### src/rtl/counter_mod.sv
// Parametrised modulo up/down counter with prescaler, synchronous load and a
// registered terminal-count pulse; wraps or saturates at the range ends.
module counter_mod #(
  parameter int unsigned      WIDTH    = 8,
  parameter logic [WIDTH-1:0] MAX      = {WIDTH{1'b1}},
  parameter int unsigned      PRESCALE = 1,
  parameter bit               SATURATE = 1'b0
) (
  input  logic             clk,
  input  logic             rst,
  input  logic             en,
  input  logic             up,
  input  logic             load,
  input  logic [WIDTH-1:0] load_val,
  output logic [WIDTH-1:0] count,
  output logic             tc,
  output logic             zero
);

  localparam int unsigned   PW       = (PRESCALE > 1) ? $clog2(PRESCALE) : 1;
  localparam logic [PW-1:0] PRE_LAST = PW'(PRESCALE - 1);

  logic [WIDTH-1:0] r_count;
  logic [PW-1:0]    r_pre;
  logic             r_tc;

  logic             w_step;
  logic             w_at_max;
  logic             w_at_zero;
  logic             w_at_bound;
  logic [WIDTH-1:0] w_load_clamped;
  logic [WIDTH-1:0] w_next_count;

  assign w_step         = en && (r_pre == PRE_LAST);
  assign w_at_max       = (r_count == MAX);
  assign w_at_zero      = (r_count == '0);
  assign w_at_bound     = up ? w_at_max : w_at_zero;
  assign w_load_clamped = (load_val > MAX) ? MAX : load_val;

  // Boundary is tested before the add/subtract, so a MAX below the full
  // register range can never be overshot.
  always_comb begin
    w_next_count = r_count;
    if (up) begin
      if (!w_at_max)      w_next_count = r_count + 1'b1;
      else if (!SATURATE) w_next_count = '0;
    end else begin
      if (!w_at_zero)     w_next_count = r_count - 1'b1;
      else if (!SATURATE) w_next_count = MAX;
    end
  end

  always_ff @(posedge clk) begin
    if (rst) begin
      r_count <= '0;
      r_pre   <= '0;
      r_tc    <= 1'b0;
    end else if (load) begin
      r_count <= w_load_clamped;
      r_pre   <= '0;
      r_tc    <= 1'b0;
    end else if (w_step) begin
      r_count <= w_next_count;
      r_pre   <= '0;
      r_tc    <= w_at_bound;
    end else if (en) begin
      r_pre   <= r_pre + 1'b1;
      r_tc    <= 1'b0;
    end else begin
      r_tc    <= 1'b0;
    end
  end

  assign count = r_count;
  assign tc    = r_tc;
  assign zero  = (r_count == '0);

endmodule

### config.mk
export PLATFORM = sky130hd
export DESIGN_NAME = counter_mod
export DESIGN_NICKNAME = d
export VERILOG_FILES = /design/src/rtl/counter_mod.sv
export SDC_FILE = /design/constraint.sdc
export NUM_CORES = 1
export LEC_CHECK = 0
export CAP_MARGIN = 5
export CORE_MARGIN = 3
export CORE_UTILIZATION = 50
export CTS_BUF_LIST = sky130_fd_sc_hd__clkbuf_4
export CTS_CLUSTER_DIAMETER = 100
export DETAILED_ROUTE_END_ITERATION = 6
export PLACE_DENSITY = 0.91
export SLEW_MARGIN = 20
export SYNTH_ARGS = -nofsm -noshare
export SYNTH_HDL_FRONTEND = slang
export SYNTH_SLANG_ARGS = --single-unit
### constraint.sdc
create_clock -name clk -period 4.1 [get_ports clk]
set_input_delay 0.615 -clock clk [delete_from_list [all_inputs] [get_ports clk]]
set_output_delay 0.615 -clock clk [all_outputs]
set_load 0.01 [all_outputs]
==> flow_summary.json <==
{
  "vias": 1011,
  "synthArstFlopShare_pct": 0,
  "power_frac_clock_pct": 23.5,
  "report.final.slew_viol_count": 0,
  "critPathRequiredTime_ns": 3.48,
  "grt_max_degree": 20,
  "dieWidth_um": 48.7,
  "total_power_mw": 0.305,
  "rows": 14,
  "num-nets-final": 159,
  "cts.sinks": 10,
  "drtIter0Drc": 39,
  "hold_viol_final": 0,
  "internal-power_mw": 0.196,
  "ys_types": 41,
  "fmaxAchievable_ghz": 0.368,
  "drt-wirelength-per-cell_um": 14.6,
  "drc": 0,
  "vias_per_cell": 6.09,
  "slew-limit-headroom_pct": 53.3,
  "cts-root-buf": "clkbuf_4",
  "cpPeakStageDelay_ns": 0.53,
  "ys.flop_type": "dfxtp_1",
  "post-route-min-period_ns": 2.72,
  "synth_nets": 143,
  "hold_path.class": "flop to flop",
  "crit_chain": "inv_1 > ha_1 > nor4b_2 > and2_1 > clkdlybuf4s50_1",
  "antenna_found_initial": 0,
  "status": "finished clean",
  "io_pins": 23,
  "routed_wl_um": 2420,
  "place_area_sq_um": 1110,
  "final-setup-viol-count": 0,
  "core-area_sq_um": 1610,
  "critPathKind": "flop to output pin",
  "fillers": 139,
  "switching_share_pct": 35.7,
  "syn_area_sq_um": 912,
  "rsz0062_at_grt": "no",
  "p_comb_share_pct": 35.8,
  "avgSynthCellArea_sq_um": 7.18,
  "h-tree-depth": 1,
  "synth_edf_count": 0,
  "n_antenna_cell": 0,
  "synth_area_leader_cell": "dfxtp_1",
  "grt_pass1_wl_um": 4050,
  "die_area_sq_um": 2370,
  "pwr_density_cell_nw_per_um2": 269,
  "ctsResizeCount": 0,
  "crit_start": "count[0]",
  "seq_area_frac_synth_pct": 21.9,
  "fin_area_sq_um": 1140,
  "dp_hpwl_um": 1820,
  "die_h_um": 48.7,
  "worstPathArrival_ns": 2.10,
  "yosys_register_bits": 10,
  "drive_above_1_share_pct": 4.93,
  "drt_pre_antenna_iters": 4,
  "holdCritStartpoint": "r_pre",
  "holdPathStages": 1,
  "final.period_utilization_pct": 66.3,
  "io_buffers": 22,
  "clockBufferDepth": 2,
  "cts_tree": "yes",
  "r2r-start": "r_pre",
  "insertion_delay_ns": 0.27,
  "setup_tns_ns": 0,
  "grtUsageTotal_pct": 22.0,
  "cp-start-kind": "flop",
  "cap_viol_max_count": 0,
  "clkSlewWorstSetupHoldPaths_ns": 0.07,
  "cts_hold_buf": 0,
  "postCtsSetupRepairBufs": 0,
  "r2r_cells": 4,
  "switchingPower_mw": 0.109,
  "cts_inserted_buffers": 3,
  "p_leak_nw": 0.417,
  "overflow": 0,
  "finClkSkew_ns": 0.00516,
  "areaGrowthSynthToFinish_pct": 24.6,
  "synth_area_leaders": "dfxtp_1 (22%), a21oi_1 (5.5%), nor2_1 (4.9%), o31ai_1 (4.9%), ha_1 (4.1%)",
  "post-route-util_pct": 70.5,
  "cp_slowest_cell": "clkdlybuf4s50_1",
  "critical_path_peak_fanout": 8,
  "ir_drop_mv": 0.211,
  "gp_congestion": 0.835,
  "first_global_vias": 856,
  "syn_inst": 127,
  "yosysWarnings": 0,
  "worst_pin_slew_ns": 0.698,
  "antenna_left": 0,
  "setup.worst_path.end_class": "output pin",
  "power_frac_seq_pct": 40.7,
  "netlist.area_leader.share_pct": 21.9,
  "start_util_pct": 56.6
}
==> synth_stat cells (4+ instances only) <==
master,count
nor3_1,5
nand3_1,4
inv_1,7
a31oi_1,5
nor2b_1,5
nor2_1,12
nand2_1,7
dfxtp_1,10
o31ai_1,6
clkbuf_1,5
o21ai_1,5
a21oi_1,10
==> power by group through the flow <==
stage | registers (mW) | clock network, mW | logic, mW
floorplan | 0.116 | 0 | 0.0782
global placement | 0.126 | 0 | 0.105
detailed placement | 0.126 | 0 | 0.108
CTS | 0.124 | 0.0741 | 0.109
global route | 0.127 | 0.0810 | 0.120
finish | 0.124 | 0.0717 | 0.109
==> critical path: cells and delay by family, from the launching register on <==
kind	cells	cell delay (ns)
flip-flops	1	0.39
adder cells (fa/ha/maj)	1	0.21
buffers and inverters	2	0.69
AND/OR/NAND/NOR	2	0.54
==> per-layer routing <==
metal	track usage (%)	vias to the layer above	wire (um)
li1	-	488	-
met1	26.0	467	965
met4	9.00	0	23
met2	36.0	52	1230
met3	7.67	4	206
met5	0	-	0
==> cell families (layout without fill, tap and decap cells) <==
group | after synthesis | after routing | share of synthesized area (%)
AO/OA/AOI/OAI | 39 | 39 | 27.7
XOR/XNOR | 4 | 4 | 3.84
adder cells (fa/ha/maj) | 3 | 3 | 4.12
buffers and inverters | 18 | 33 | 8.64
flip-flops | 10 | 10 | 21.9
multiplexers | 2 | 2 | 2.19
AND/OR/NAND/NOR | 51 | 51 | 31.6
==> final timing paths <==
| path | to | slack (ns) |
|---|---|---|
| hold reg to reg | r_pre | 0.48 |
| hold / removal | r_pre | 0.48 |
| setup reg to reg | count[6] | 2.22 |
| setup / recovery | zero | 1.38 |
==> layout by cell type (no fill, tap or decap), drive strengths merged, types with 3 or more instances in the layout <==
master and count:
clkdlybuf4s50 22, nor2 12, a21oi 10, dfxtp 10
inv 7, nand2 7, o21ai 7, o31ai 6
nor3 5, nor2b 5, a31oi 5, nand3 4
and3 3, nand4 3, o21a 3, xor2 3
ha 3, clkbuf 3
==> area by class of cell <==
| type | instances | area [sq um] | area share [%] |
|---|---|---|---|
| multi-input cells | 99 | 633 | 55.7 |
| repair buffers | 22 | 220 | 19.4 |
| well taps | 24 | 30.0 | 2.64 |
| clock buffers | 3 | 22.5 | 1.98 |
| flip-flops and latches | 10 | 200 | 17.6 |
| clock inverters | 1 | 3.75 | 0.330 |
| inverters | 7 | 26.3 | 2.31 |
==> state kept, by name (all words and copies together), names as in the netlist <==
| signal | flops |
|---|---|
| tc | 1 |
| count | 8 |
| r_pre | 1 |
==> stage by stage <==
stage	setup WS, ns	std cells	hold WS, ns
finish	1.38	166	0.481
global route	1.27	166	0.508
CTS	1.37	166	0.484
detailed placement	1.41	162	0.474
global placement	1.56	162	0.473
floorplan	2.33	127	0.460
Power figures use the tool's default switching activity.
==> patch (same flow settings) <==
Register the inputs `en`, `up`, `load` and `load_val` before use. The logic sees them one clock later.
--- a/src/rtl/counter_mod.sv
+++ b/src/rtl/counter_mod.sv
@@ -22,2 +22,14 @@
 
+  logic en_q;
+  logic up_q;
+  logic load_q;
+  logic [WIDTH-1:0] load_val_q;
+
+  always_ff @(posedge clk) begin
+    en_q       <= en;
+    up_q       <= up;
+    load_q     <= load;
+    load_val_q <= load_val;
+  end
+
   logic [WIDTH-1:0] r_count;
@@ -33,7 +45,7 @@
 
-  assign w_step         = en && (r_pre == PRE_LAST);
+  assign w_step         = en_q && (r_pre == PRE_LAST);
   assign w_at_max       = (r_count == MAX);
   assign w_at_zero      = (r_count == '0);
-  assign w_at_bound     = up ? w_at_max : w_at_zero;
-  assign w_load_clamped = (load_val > MAX) ? MAX : load_val;
+  assign w_at_bound     = up_q ? w_at_max : w_at_zero;
+  assign w_load_clamped = (load_val_q > MAX) ? MAX : load_val_q;
 
@@ -43,3 +55,3 @@
     w_next_count = r_count;
-    if (up) begin
+    if (up_q) begin
       if (!w_at_max)      w_next_count = r_count + 1'b1;
@@ -57,3 +69,3 @@
       r_tc    <= 1'b0;
-    end else if (load) begin
+    end else if (load_q) begin
       r_count <= w_load_clamped;
@@ -65,3 +77,3 @@
       r_tc    <= w_at_bound;
-    end else if (en) begin
+    end else if (en_q) begin
       r_pre   <= r_pre + 1'b1;
Formal check against the unedited RTL: not equivalent (Yosys sat finds a counterexample within 4 cycles, from zero or initial values and one cycle with rst high).
==> patch against the original RTL <==
Sequential cell count rose by 11. Area after synthesis rose by 18%. Synthesized cell count fell by 1.6%. Final cell count rose by 3.6%. Wire length rose by 6.1%. Power rose by 45%. Worst setup slack improved by 0.14 ns. Clock power rose by 46%. Design area rose by 14%. Critical path type unchanged.
==> patch: results (changes against the original RTL) <==
- Status: finished clean
- Total clock buffers created by CTS: 3 (unchanged)
- Leading post-synthesis cells by cell area: dfxtp_1, nand2_1, buf_6
- Total number of vias: 1,010 (-0.099%)
- Leak: 0.000487 uW (+17%)
- Synth unique cells: 39 (-4.9%)
- Int Pwr: 305 uW (+56%)
- Drt first-iter violations: 33 (-15%)
- Met2 usage in global routing: 31.6% (-4.4 points)
- Fin Clk Skew: 0.0157 ns (+0.0106 ns)
- Routability cong.: 0.892 (+6.8%)
- DPL Wire Length: 1850 um (+1.4%)
- Layout cells sized above 1: 5.52% (+0.59 points)
- Synth Area in Adders: 3.49% (-0.63 points)
- GR Util met3: 4.27% (-3.4 points)
- Worst reg2reg path depth: 6 (+2)
- Hold Crit Start: en_q$_DFF_P_
- Routed len/inst: 15.0 um (+2.4%)
- Clk pin slew, worst setup/hold paths: 0.13 ns (+0.06 ns)
- Finished Core Util: 64.8% (-5.7 points)
- First-pass GRT wire length: 4170 um (+3.1%)
- Worst Path Arrival: 1.96 ns (-0.14 ns)
- Crit-path max FO: 12 (+4)
- Syn Nets: 141 (-1.4%)
- Root buf cell: clkbuf_4
- R2r startpoint: count[0]$_SDFFE_PP0P_
- Reg-to-Reg End: count[0]$_SDFFE_PP0P_
- CTS Hold Bufs: 0 (unchanged)
- Relative slew slack: 60.2% (+6.9 points)
- Vias in the first global route: 924 (+7.9%)
- Gr usage total: 21.5% (-0.51 points)
- Mux share of post-synthesis cell area: 0% (-2.2 points)
- Largest net degree at the start of global routing: 14 (-30%)
- Final Net Count: 162 (+1.9%)
- Synth cell count leaders: dfxtp_1, nand2_1, nor2_1, a21oi_1
- Compound-Gate Fraction of Synth Area: 18.3% (-9.5 points)
- Area after DPL: 1270 sq um (+14%)
- # port buffers: 22 (unchanged)
- Synth Area in XOR/XNOR: 4.07% (+0.23 points)
- Grt met1 use: 27.6% (+1.6 points)
- Sequential area share after synthesis: 39.1% (+17 points)
- Flop-to-flop setup slack: 2.19 ns (-0.03 ns)
==> patch: worst max-delay path by stage <==
stage,start,end,slack (ns),depth (start not counted)
finish,count[3]$_SDFFE_PP0P_,zero,1.52,4
global route,count[3]$_SDFFE_PP0P_,zero,1.41,4
CTS,count[3]$_SDFFE_PP0P_,zero,1.54,4
detailed placement,count[3]$_SDFFE_PP0P_,zero,1.91,4
global placement,count[3]$_SDFFE_PP0P_,zero,1.94,4
floorplan,count[3]$_SDFFE_PP0P_,zero,2.44,4
==> patch: logic make-up after synthesis <==
logic type,Yosys count
buf+inv,13
flops,21
xor+xnor,5
fa+ha+maj,3
compound gates,29
simple gates,54
==> patch: layout make-up <==
type / count / share of cell area, %
multi-input combinational: 91 / 43.9
sequential: 21 / 32.4
timing repair buffer: 22 / 17.0
tap: 27 / 2.60
inverter: 7 / 2.03
clock buffer: 3 / 1.74
clock inverter: 1 / 0.386
==> patch: worst reg2reg max path: stages (launching register included) <==
cell and delay, ns:
dfxtp_1 0.54, inv_1 0.12, ha_1 0.26, a41oi_1 0.46, o21ai_0 0.19, a22oi_1 0.17
nor2_1 0.06
==> patch: routing by layer <==
layer / up-vias / wire length [um]
met1: 471 / 1090
met3: 5 / 180
met5: - / 0
met2: 44 / 1250
met4: 0 / 53
li1: 490 / -
==> patch: power groups by stage <==
stage          combinational, uW  sequential [uW]  clock [uW]
6_report                    96.8              240         105
4_1_cts                     97.0              239         105
3_3_place_gp                93.3              243           0
2_1_floorplan               68.5              236           0
3_5_place_dp                96.2              244           0
5_1_grt                      106              243         115
==> patch: per-stage QoR <==
step / std cells / hold WS, ns / worst slack, ns
2_1_floorplan: 125 / 0.416 / 2.44
3_3_place_gp: 168 / 0.427 / 1.94
3_5_place_dp: 168 / 0.437 / 1.91
4_1_cts: 172 / 0.455 / 1.54
5_1_grt: 172 / 0.492 / 1.41
6_report: 172 / 0.452 / 1.52
